`src/rtl/key_event_gen.sv`:
```
// Turns debounced active-low key levels into single-cycle SHORT/LONG/REPEAT events for one tracked key.
// Optional feature: define KEY_REPEAT_EN to emit periodic REPEAT events while a key is held past LONG.
module key_event_gen #(
    parameter int NUM_KEYS    = 4,
    parameter int LONG_TIME   = 50_000_000,
    parameter int REPEAT_TIME = 10_000_000,
    parameter int CODE_W      = 2
) (
    input  logic                clk,
    input  logic                rst_n,
    input  logic [NUM_KEYS-1:0] key_in,
    output logic                event_valid,
    output logic [1:0]          event_type,
    output logic [CODE_W-1:0]   event_code,
    output logic                key_busy
);

    typedef enum logic [1:0] {
        S_IDLE,
        S_HELD,
        S_LONG,
        S_WAIT_REL
    } state_t;

    localparam logic [1:0]  EV_SHORT    = 2'b01;
    localparam logic [1:0]  EV_LONG     = 2'b10;
    localparam logic [31:0] LONG_LAST   = 32'(LONG_TIME - 1);
    localparam logic [31:0] REPEAT_LAST = 32'(REPEAT_TIME - 1);

    state_t              state;
    logic [31:0]         cnt;
    logic [CODE_W-1:0]   first_idx;
    logic                any_pressed;
    logic                all_released;
    logic                tracked_up;

    // Lowest-index pressed key wins when several go down together.
    always_comb begin
        first_idx = '0;
        for (int i = NUM_KEYS - 1; i >= 0; i--) begin
            if (!key_in[i]) begin
                first_idx = CODE_W'(i);
            end
        end
    end

    assign any_pressed  = ~&key_in;
    assign all_released = &key_in;
    // event_code doubles as the tracked-key register.
    assign tracked_up   = key_in[event_code];

    always_ff @(posedge clk or negedge rst_n) begin
        if (!rst_n) begin
            state       <= S_IDLE;
            cnt         <= '0;
            event_valid <= 1'b0;
            event_type  <= 2'b00;
            event_code  <= '0;
            key_busy    <= 1'b0;
        end else begin
            event_valid <= 1'b0;
            case (state)
                S_IDLE: begin
                    if (any_pressed) begin
                        event_code <= first_idx;
                        cnt        <= '0;
                        state      <= S_HELD;
                        key_busy   <= 1'b1;
                    end
                end
                S_HELD: begin
                    // Release is checked first so a release on the terminal edge stays SHORT.
                    if (tracked_up) begin
                        event_valid <= 1'b1;
                        event_type  <= EV_SHORT;
                        state       <= S_WAIT_REL;
                    end else if (cnt == LONG_LAST) begin
                        event_valid <= 1'b1;
                        event_type  <= EV_LONG;
                        cnt         <= '0;
                        state       <= S_LONG;
                    end else begin
                        cnt <= cnt + 32'd1;
                    end
                end
                S_LONG: begin
                    if (tracked_up) begin
                        state <= S_WAIT_REL;
                    end else if (cnt == REPEAT_LAST) begin
                        cnt <= '0;
`ifdef KEY_REPEAT_EN
                        event_valid <= 1'b1;
                        event_type  <= 2'b11;
`endif
                    end else begin
                        cnt <= cnt + 32'd1;
                    end
                end
                S_WAIT_REL: begin
                    if (all_released) begin
                        state    <= S_IDLE;
                        key_busy <= 1'b0;
                    end
                end
                default: begin
                    state    <= S_IDLE;
                    key_busy <= 1'b0;
                end
            endcase
        end
    end

endmodule

```
`config.mk`:
```
export PLATFORM = sky130hd
export DESIGN_NAME = key_event_gen
export DESIGN_NICKNAME = d
export VERILOG_FILES = /design/src/rtl/key_event_gen.sv
export SDC_FILE = /design/constraint.sdc
export NUM_CORES = 1
export LEC_CHECK = 0
export BUFFER_PORTS_ARGS = -buffer_cell sky130_fd_sc_hd__buf_2
export CORE_ASPECT_RATIO = 1.75
export CORE_MARGIN = 4
export CORE_UTILIZATION = 45
export CTS_BUF_LIST = sky130_fd_sc_hd__clkbuf_2 sky130_fd_sc_hd__clkbuf_4 sky130_fd_sc_hd__clkbuf_8
export DETAILED_ROUTE_END_ITERATION = 12
export PLACE_DENSITY = 0.73
export SETUP_SLACK_MARGIN = 0.15
export SYNTH_ARGS = -nofsm -noshare
export SYNTH_HDL_FRONTEND = slang
export SYNTH_SLANG_ARGS = --single-unit
```
`constraint.sdc`:
```
create_clock -name clk -period 2.4 [get_ports clk]
set_input_delay 0.24 -clock clk [delete_from_list [all_inputs] [get_ports clk]]
set_output_delay 0.24 -clock clk [all_outputs]
set_load 0.05 [all_outputs]
```
* Word level (Yosys, flattened, before mapping)
Cells that the tools add are included.
** Word-level totals
- Bits of input ports :: 6
- Bits in registers :: 40
- Bits in read-only memories :: 0
- Bits in latches :: 0
- Memories kept :: 0
- Word-level logic and storage cells :: 55
- RAM bits :: 0
** Cells by class
- Multiply operators :: 0
- Divide/modulo/power cells :: 0
- Add/sub/neg operators :: 1
- Multiplexer cells :: 25
- Reduce and logical (&&, ||, !) cells :: 10
- Bitwise logic cells :: 1
- Shift operators :: 0
- Equal/unequal tests :: 11
- Order comparisons :: 1
** Operators by type and width (count)
- $mux 32 :: 5
- $pmux 32 s3 :: 1
- $add 32x1->32 const B :: 1
- $eq 32x24->1 const B :: 1
- $eq 32x26->1 const B :: 1
- $mux 2 :: 10
- $reduce_and 4->1 :: 3
- $ne 2x2->1 const B :: 5
- $pmux 2 s4 :: 1
- $mux 1 :: 6
- $eq 2x2->1 const B :: 2
- $reduce_and 2->1 :: 2
- $reduce_bool 2->1 :: 2
- $lt 2x3->1 const B :: 1
- $ne 3x3->1 const B :: 1
- $reduce_and 3->1 :: 1
- $reduce_bool 3->1 :: 1
- $bmux 1 s2 :: 1
- $eq 2x1->1 const B :: 1
- $logic_not 2->1 :: 1
- $pmux 1 s2 :: 1
- $not 1->1 :: 1

* Longest topological paths before layout
Gate-level depths: netlist of the first run.
- Depth after elaboration :: 4
- Depth in mapped cells :: 9

* Least setup slack after synthesis of the first run
OpenSTA, ideal clock, no wires.
- Path type :: register -> register
- From :: register cnt[21]
- To :: register cnt[9]
- Slack :: -175 ps
- Required time :: 2279 ps
- Setup time :: 121 ps
- Stages on the path, launching flop included :: 8
- Period minus slack after synthesis :: 2575 ps
- Arrival :: 2454 ps
- Cells stage by stage :: dfrtp_1 > or4b_1 > or4_4 > o41ai_4 > a21oi_2 > buf_6 > a21o_1 > a22o_1
** On the way
- Word-level cells in the longest chain between the ends :: 4
- Elaborated cells between the ends (all ways) :: 7
- Those cells by class :: eq/ne: 2; mux: 5
** Ends and longest elaborated chain
- start, declared :: RTL line 31 : logic [31:0] cnt;
- start signal, assigned :: RTL line 83 : cnt <= cnt + 32'd1;
- start signal, assigned :: RTL line 96 : cnt <= cnt + 32'd1;
- $eq 32x24->1 or $eq 32x26->1 (tied branches) :: RTL line 89, 77
- $mux 32, on equally long branches :: RTL line 89, 77
- $mux 32, on equally long branches :: RTL line 87, 73
- $pmux 32 s3 * :: RTL line 62 : case (state)
Every way passes the cells marked *; elsewhere a longest branch is shown, timed or not. The select of a mux whose other input is x is not followed.
A chain may end at the register's enable or synchronous reset.

* Final worst setup path of the first run
- From :: register cnt[22]
- To :: register cnt[26]
** On the way
- Word-level cells in the longest chain between the ends :: 4
- Elaborated cells between the ends (all ways) :: 8
- Those cells by class :: add/sub: 1; eq/ne: 2; mux: 5
** Ends and longest elaborated chain (RTL line)
- $add 32x1->32, or another cell as far along :: 83, 96
- $mux 32, on equally long branches :: 89, 77
- $mux 32, on equally long branches :: 87, 73
- $pmux 32 s3 * :: 62
Marks and branches as above.

==> results of run 1 <==
## worst max-delay path by stage
stage          slack (ns)  endpoint  cells after the start
6_report            -0.06   cnt[26]                      7
5_1_grt             -0.13    cnt[7]                      7
4_1_cts             -0.05   cnt[26]                      7
3_5_place_dp        -0.05    cnt[0]                      7
3_3_place_gp        0.001   cnt[26]                      7
2_1_floorplan       -0.02    cnt[9]                      7
## flip-flops by register name, summed over array words and instances (netlist names)
register	cells
event_code	2
event_valid	1
event_type	2
key_busy	1
cnt	32
state	2
## cells by family after synthesis
kind of cell,Yosys count
muxes,3
DFF,40
adders and majority gates,6
buffers and inverters,20
AOI/OAI and AO/OA,81
and+or+nand+nor,113
## metal layers
layer / up-vias / wire length (microns) / GRT usage, %
met1: 1095 / 2399 / 22.73
met4: 0 / 280 / 11.85
li1: 1061 / - / -
met2: 46 / 3305 / 35.83
met3: 21 / 182 / 2.595
met5: - / 0 / 0
## repair_timing
action                                  CTS  global route
gates resized for setup                   7             5
pin swaps                                 5             2
setup buffers                             3             1
endpoints found under the setup margin   31            34
endpoints found under the hold margin     0             0
gates cloned                              2             0
## per-stage QoR
step,hold slack [ns],instances,util [%]
final,0.07403,359,55.64
after global routing,0.1439,359,55.64
after CTS,0.1078,358,55.22
after detailed placement,0.4238,346,52.47
after global placement,0.4112,346,52.47
after floorplan,-0.05559,263,-
## final cells by class
class	instances	area [sq um]
multi-input combinational	205	1334
clock inverter	1	5.005
clock buffer	6	76.32
sequential	40	1001
inverter	13	48.80
timing repair buffer	40	284.0
fill	453	2246
tap	54	67.56
## layout by cell type, fill, tap and decap left out, types with 13 or more instances in the layout
cell     instances
a21o_1          15
a21oi_1         13
a22o_1          17
buf_4           26
dfrtp_1         40
inv_1           13
nand2_1         28
nand3_1         17
nor2_1          21
## where the power goes
group / switching (uW) / internal [uW] / total, uW
sequential: 55.0 / 731 / 786
combinational: 1020 / 670 / 1690
clock: 231 / 209 / 440
total: 1300 / 1610 / 2910
## worst max-delay path: cells and delay by family, from the launching register on
family | cells | cell delay (ns)
AOI/OAI and AO/OA | 4 | 0.79
and+or+nand+nor | 2 | 0.95
buffers and inverters | 1 | 0.20
DFF | 1 | 0.40
==> results.json, run 1 <==
{
  "ys_seq_elements": 40,
  "drtAntennaViolNets": 0,
  "ir_drop_mv": 1.118,
  "syn_to_final_growth_pct": 17.92,
  "fin_ws_ns": -0.05565,
  "wirelength_mm": 6.166,
  "fin_setup_tns_ns": -0.6275,
  "reg2reg_slack_ns": -0.06,
  "synth_top_cell_by_area": "dfrtp_1",
  "grt_usage_pct": 20.27,
  "clk_pin_slew_ns": 0.08,
  "synth_top_cell_area_share_pct": 41.91,
  "cp-end-kind": "flip-flop",
  "dpl.hpwl_mm": 4.405,
  "cts_root_buffer": "clkbuf_8",
  "crit_chain": "or4b_1, or4_4, o41ai_4, a21oi_2, buf_4, a21o_1, a22o_1",
  "ys_top_cells_by_count": "40 x dfrtp_1, 28 x nand2_1, 21 x nor2_1",
  "avgSynthCellArea_sq_um": 9.082,
  "cp_data_arrival_time_ns": 2.64,
  "synth_simple_gate_area_share_pct": 24.62,
  "synth_cells": 263,
  "rsz0062_at_grt": "yes",
  "slew_headroom_pct": 38.58,
  "grt_pass1_wl_mm": 10.56,
  "muxShareOfSynthArea_pct": 1.781,
  "crit_start": "cnt[22]",
  "r2r-end": "cnt[26]",
  "die_y_microns": 104.4,
  "placed_cell_area_sq_um": 2656,
  "p_leak_uw": 0.001316,
  "async_reset_ff_share_pct": 100.0,
  "synth_xor_area_share_pct": 0,
  "grt_overflow_total": 0,
  "grt_max_degree": 41,
  "critical_path_class": "flip-flop to flip-flop",
  "layout.nets": 317,
  "first_pass_iters": 4,
  "cp_data_required_time_ns": 2.59,
  "period_share_pct": 102.3,
  "rows": 34,
  "slew_viol_final": 0,
  "hold_path.class": "input port to asynchronous set/reset pin",
  "numClockSinks": 40,
  "hold_buffers": 0,
  "synth_area_sq_um": 2389,
  "tightestPinTransition_ns": 0.9212,
  "dr.first_iter.drc_count": 41,
  "core-area_sq_um": 5062,
  "avgRoutedWirePerCell_microns": 17.18,
  "num_antenna_cells": 0,
  "io_buffer_count": 11,
  "route.detailed.drc": 0,
  "maxCapViolCount": 0,
  "cp_slowest_stage_delay_ns": 0.51,
  "synth_compound_area_share_pct": 24.72,
  "violations": "setup timing",
  "start_kind": "flip-flop",
  "finalInstanceArea_sq_um": 2816,
  "finalClockSkew_ns": 0.009063,
  "synth_fp_nets": 275,
  "synth_ff_type": "dfrtp_1",
  "crit_slowest_cell": "or4b_1",
  "io_pins": 12,
  "synth-warning-count": 0,
  "cts.path.max_buffers": 2,
  "cts-htree-levels": 2,
  "yosysMostFrequentCell": "dfrtp_1",
  "dieArea_sq_um": 6584,
  "power_density_nw_per_um2": 1034,
  "grt_pass1_vias": 2221,
  "die_width_microns": 63.08,
  "synth_top_family_by_area": "compound AO/OA/AOI/OAI gates",
  "vias": 2223,
  "synthTopCellsByArea": "dfrtp_1 42%, a22o_1 6.2%, a21o_1 4.7%",
  "cts_tree": "yes",
  "via_per_inst": 6.192,
  "final_layout_size_suffix_gt1_share_pct": 20.66,
  "crit_path_max_fanout": 9,
  "clkLatencyLatePin_ns": 0.30,
  "hold_viol": 0,
  "numCtsBuffers": 5,
  "antenna_found_initial": 0,
  "status": "complete, but fails checks",
  "fin_crit_ns": 2.456,
  "gp_congestion": 0.8067,
  "synth_edf_count": 0,
  "p_total_uw": 2913,
  "ys_types": 43,
  "setup_violations": 18,
  "synth_fa_ha_area_share_pct": 3.143,
  "max_clock_freq_mhz": 407.2,
  "r2r.worst_path.cells": 7,
  "start_util_pct": 47.18,
  "timing.rr.start": "cnt[22]",
  "synth_seq_area_share_pct": 41.91,
  "dp_slack_ns": -0.05082
}
(Power assumes the default switching activity.)
==> run 2, diff against run 1 <==
--- a/config.mk
+++ b/config.mk
@@ -12,6 +12,7 @@
 export CTS_BUF_LIST = sky130_fd_sc_hd__clkbuf_2 sky130_fd_sc_hd__clkbuf_4 sky130_fd_sc_hd__clkbuf_8
 export DETAILED_ROUTE_END_ITERATION = 12
 export PLACE_DENSITY = 0.73
+export REMOVE_ABC_BUFFERS = 1
 export SETUP_SLACK_MARGIN = 0.15
 export SYNTH_ARGS = -nofsm -noshare
 export SYNTH_HDL_FRONTEND = slang
==> run 2 against run 1 <==
Net effect: the run still ends with setup timing left; clock skew down 0.0034 ns; clock-buffer cell count up 2; flip-flop and latch count unchanged; clock power up 10%; critical path depth up 1; cell count up 2.2%; die area unchanged; critical endpoint is now cnt[4]; worst setup slack worse by 0.0086 ns; largest cell class unchanged.
==> results.json, run 2 (synthesis gave the netlist of run 1 again) <==
{
  "syn_to_final_growth_pct": 28.34,
  "clk_pin_slew_ns": 0.08,
  "numCtsBuffers": 5,
  "timing.rr.start": "cnt[21]",
  "largest-register": "cnt",
  "hold_path.class": "input port to asynchronous set/reset pin",
  "io_buffer_count": 11,
  "grt_overflow_total": 0,
  "core-area_sq_um": 5062,
  "grt_usage_pct": 21.26,
  "status": "complete, but fails checks",
  "die_width_microns": 63.08,
  "gp_congestion": 0.8234,
  "fin_ws_ns": -0.06421,
  "start_util_pct": 47.18,
  "cts-htree-levels": 2,
  "rows": 34,
  "critical_path_class": "flip-flop to flip-flop",
  "crit_path_max_fanout": 5,
  "seq_area_sq_um": 1001,
  "dieArea_sq_um": 6584,
  "cts.path.max_buffers": 2,
  "violations": "setup timing",
  "dp.cells": 351,
  "grt_pass1_wl_mm": 11.23,
  "avgRoutedWirePerCell_microns": 17.92,
  "layout_common_cells": "40 x dfrtp_1, 28 x buf_4, 27 x nand2_1, 21 x nor2_1, 17 x a22o_1",
  "maxCapViolCount": 0,
  "wirelength_mm": 6.575,
  "tightestPinTransition_ns": 0.9174,
  "multi_input_area_sq_um": 1475,
  "fillers": 422,
  "dr.first_iter.drc_count": 82,
  "io_pins": 12,
  "p_leak_uw": 0.001394,
  "reg2reg_slack_ns": -0.06,
  "num_antenna_cells": 0,
  "power_density_nw_per_um2": 1085,
  "setup_violations": 19,
  "grt_max_degree": 41,
  "dp_slack_ns": -0.1859,
  "max_clock_freq_mhz": 405.8,
  "final_layout_size_suffix_gt1_share_pct": 27.16,
  "cts_root_buffer": "clkbuf_8",
  "clkLatencyLatePin_ns": 0.29,
  "route.detailed.drc": 0,
  "ir_drop_mv": 0.8922,
  "rsz0062_at_grt": "yes",
  "start_kind": "flip-flop",
  "cp_data_required_time_ns": 2.58,
  "placed_cell_area_sq_um": 2694,
  "fin_hold_ws_ns": 0.08000,
  "hold_viol": 0,
  "die_y_microns": 104.4,
  "antenna_found_initial": 0,
  "first_pass_iters": 4,
  "final_core_util_pct": 60.55,
  "slew_headroom_pct": 38.84,
  "finalClockSkew_ns": 0.005667,
  "finalNonFillerCells": 367,
  "largest_register_ffs": 32,
  "r2r.worst_path.cells": 8,
  "fin_crit_ns": 2.464,
  "r2r-end": "cnt[4]",
  "slew_viol_final": 0,
  "period_share_pct": 102.7,
  "vias": 2310,
  "layout.nets": 324,
  "numClockSinks": 40,
  "cp_data_arrival_time_ns": 2.64,
  "dpl.hpwl_mm": 4.345,
  "final_common_cell": "dfrtp_1",
  "via_per_inst": 6.294,
  "finalInstanceArea_sq_um": 3065,
  "cts_tree": "yes",
  "drtAntennaViolNets": 0,
  "grt_pass1_vias": 2374,
  "cp-end-kind": "flip-flop"
}
[run 2: worst max-delay path, cell delays in order, from the launching register on]
cell and delay, ns:
dfrtp_1 0.38, or4b_1 0.52, or4_4 0.44, o41ai_4 0.29, buf_4 0.19, a21o_4 0.14, buf_6 0.13, o21bai_1 0.07
a22o_1 0.19
[run 2: area by class of cell]
class | count | share of cell area [%]
sequential | 40 | 32.65
timing repair buffer | 48 | 12.24
tap | 54 | 2.204
inverter | 13 | 1.592
multi-input combinational | 204 | 48.12
clock buffer | 8 | 3.184
[run 2: power breakdown]
| part | leakage, uW | internal, uW | switching [uW] | total, uW |
|---|---|---|---|---|
| logic | 0.000802 | 876 | 1180 | 2060 |
| registers | 0.000539 | 731 | 55.0 | 786 |
| clock network | 0.0000523 | 257 | 227 | 484 |
[run 2: metrics by stage]
step	power (uW)	TNS (ns)
3_3_place_gp	2289	-2.659
4_1_cts	3174	-0.2541
3_5_place_dp	2328	-3.195
5_1_grt	3518	-2.918
2_1_floorplan	1802	-5.919
6_report	3326	-0.4134
[run 2: routing by layer]
| layer | vias to the layer above | track usage, % | part of all wire (%) |
|---|---|---|---|
| met2 | 72 | 37.57 | 53 |
| met3 | 28 | 3.135 | 4.2 |
| met1 | 1131 | 23.34 | 38 |
| met5 | - | 0 | 0 |
| met4 | 0 | 12.95 | 4.8 |
| li1 | 1079 | - | - |
[run 2: worst max path at each step]
stage,from,end,slack [ns],depth (start not counted)
after floorplan,cnt[21],cnt[25],-0.31,6
after global placement,cnt[21],cnt[25],-0.16,7
after detailed placement,cnt[21],cnt[5],-0.19,7
after CTS,cnt[21],cnt[2],-0.05,8
after global routing,cnt[21],cnt[25],-0.17,7
final,cnt[21],cnt[4],-0.06,8
[run 2: repair_timing]
action                     4_1_cts  5_1_grt
cloned                           2        0
hold endpoints to repair         0        0
buffers inserted                 4        2
hold buffers                     0        0
pin swaps                       13        5
setup endpoints to repair       32       34
gates resized for setup         36       13
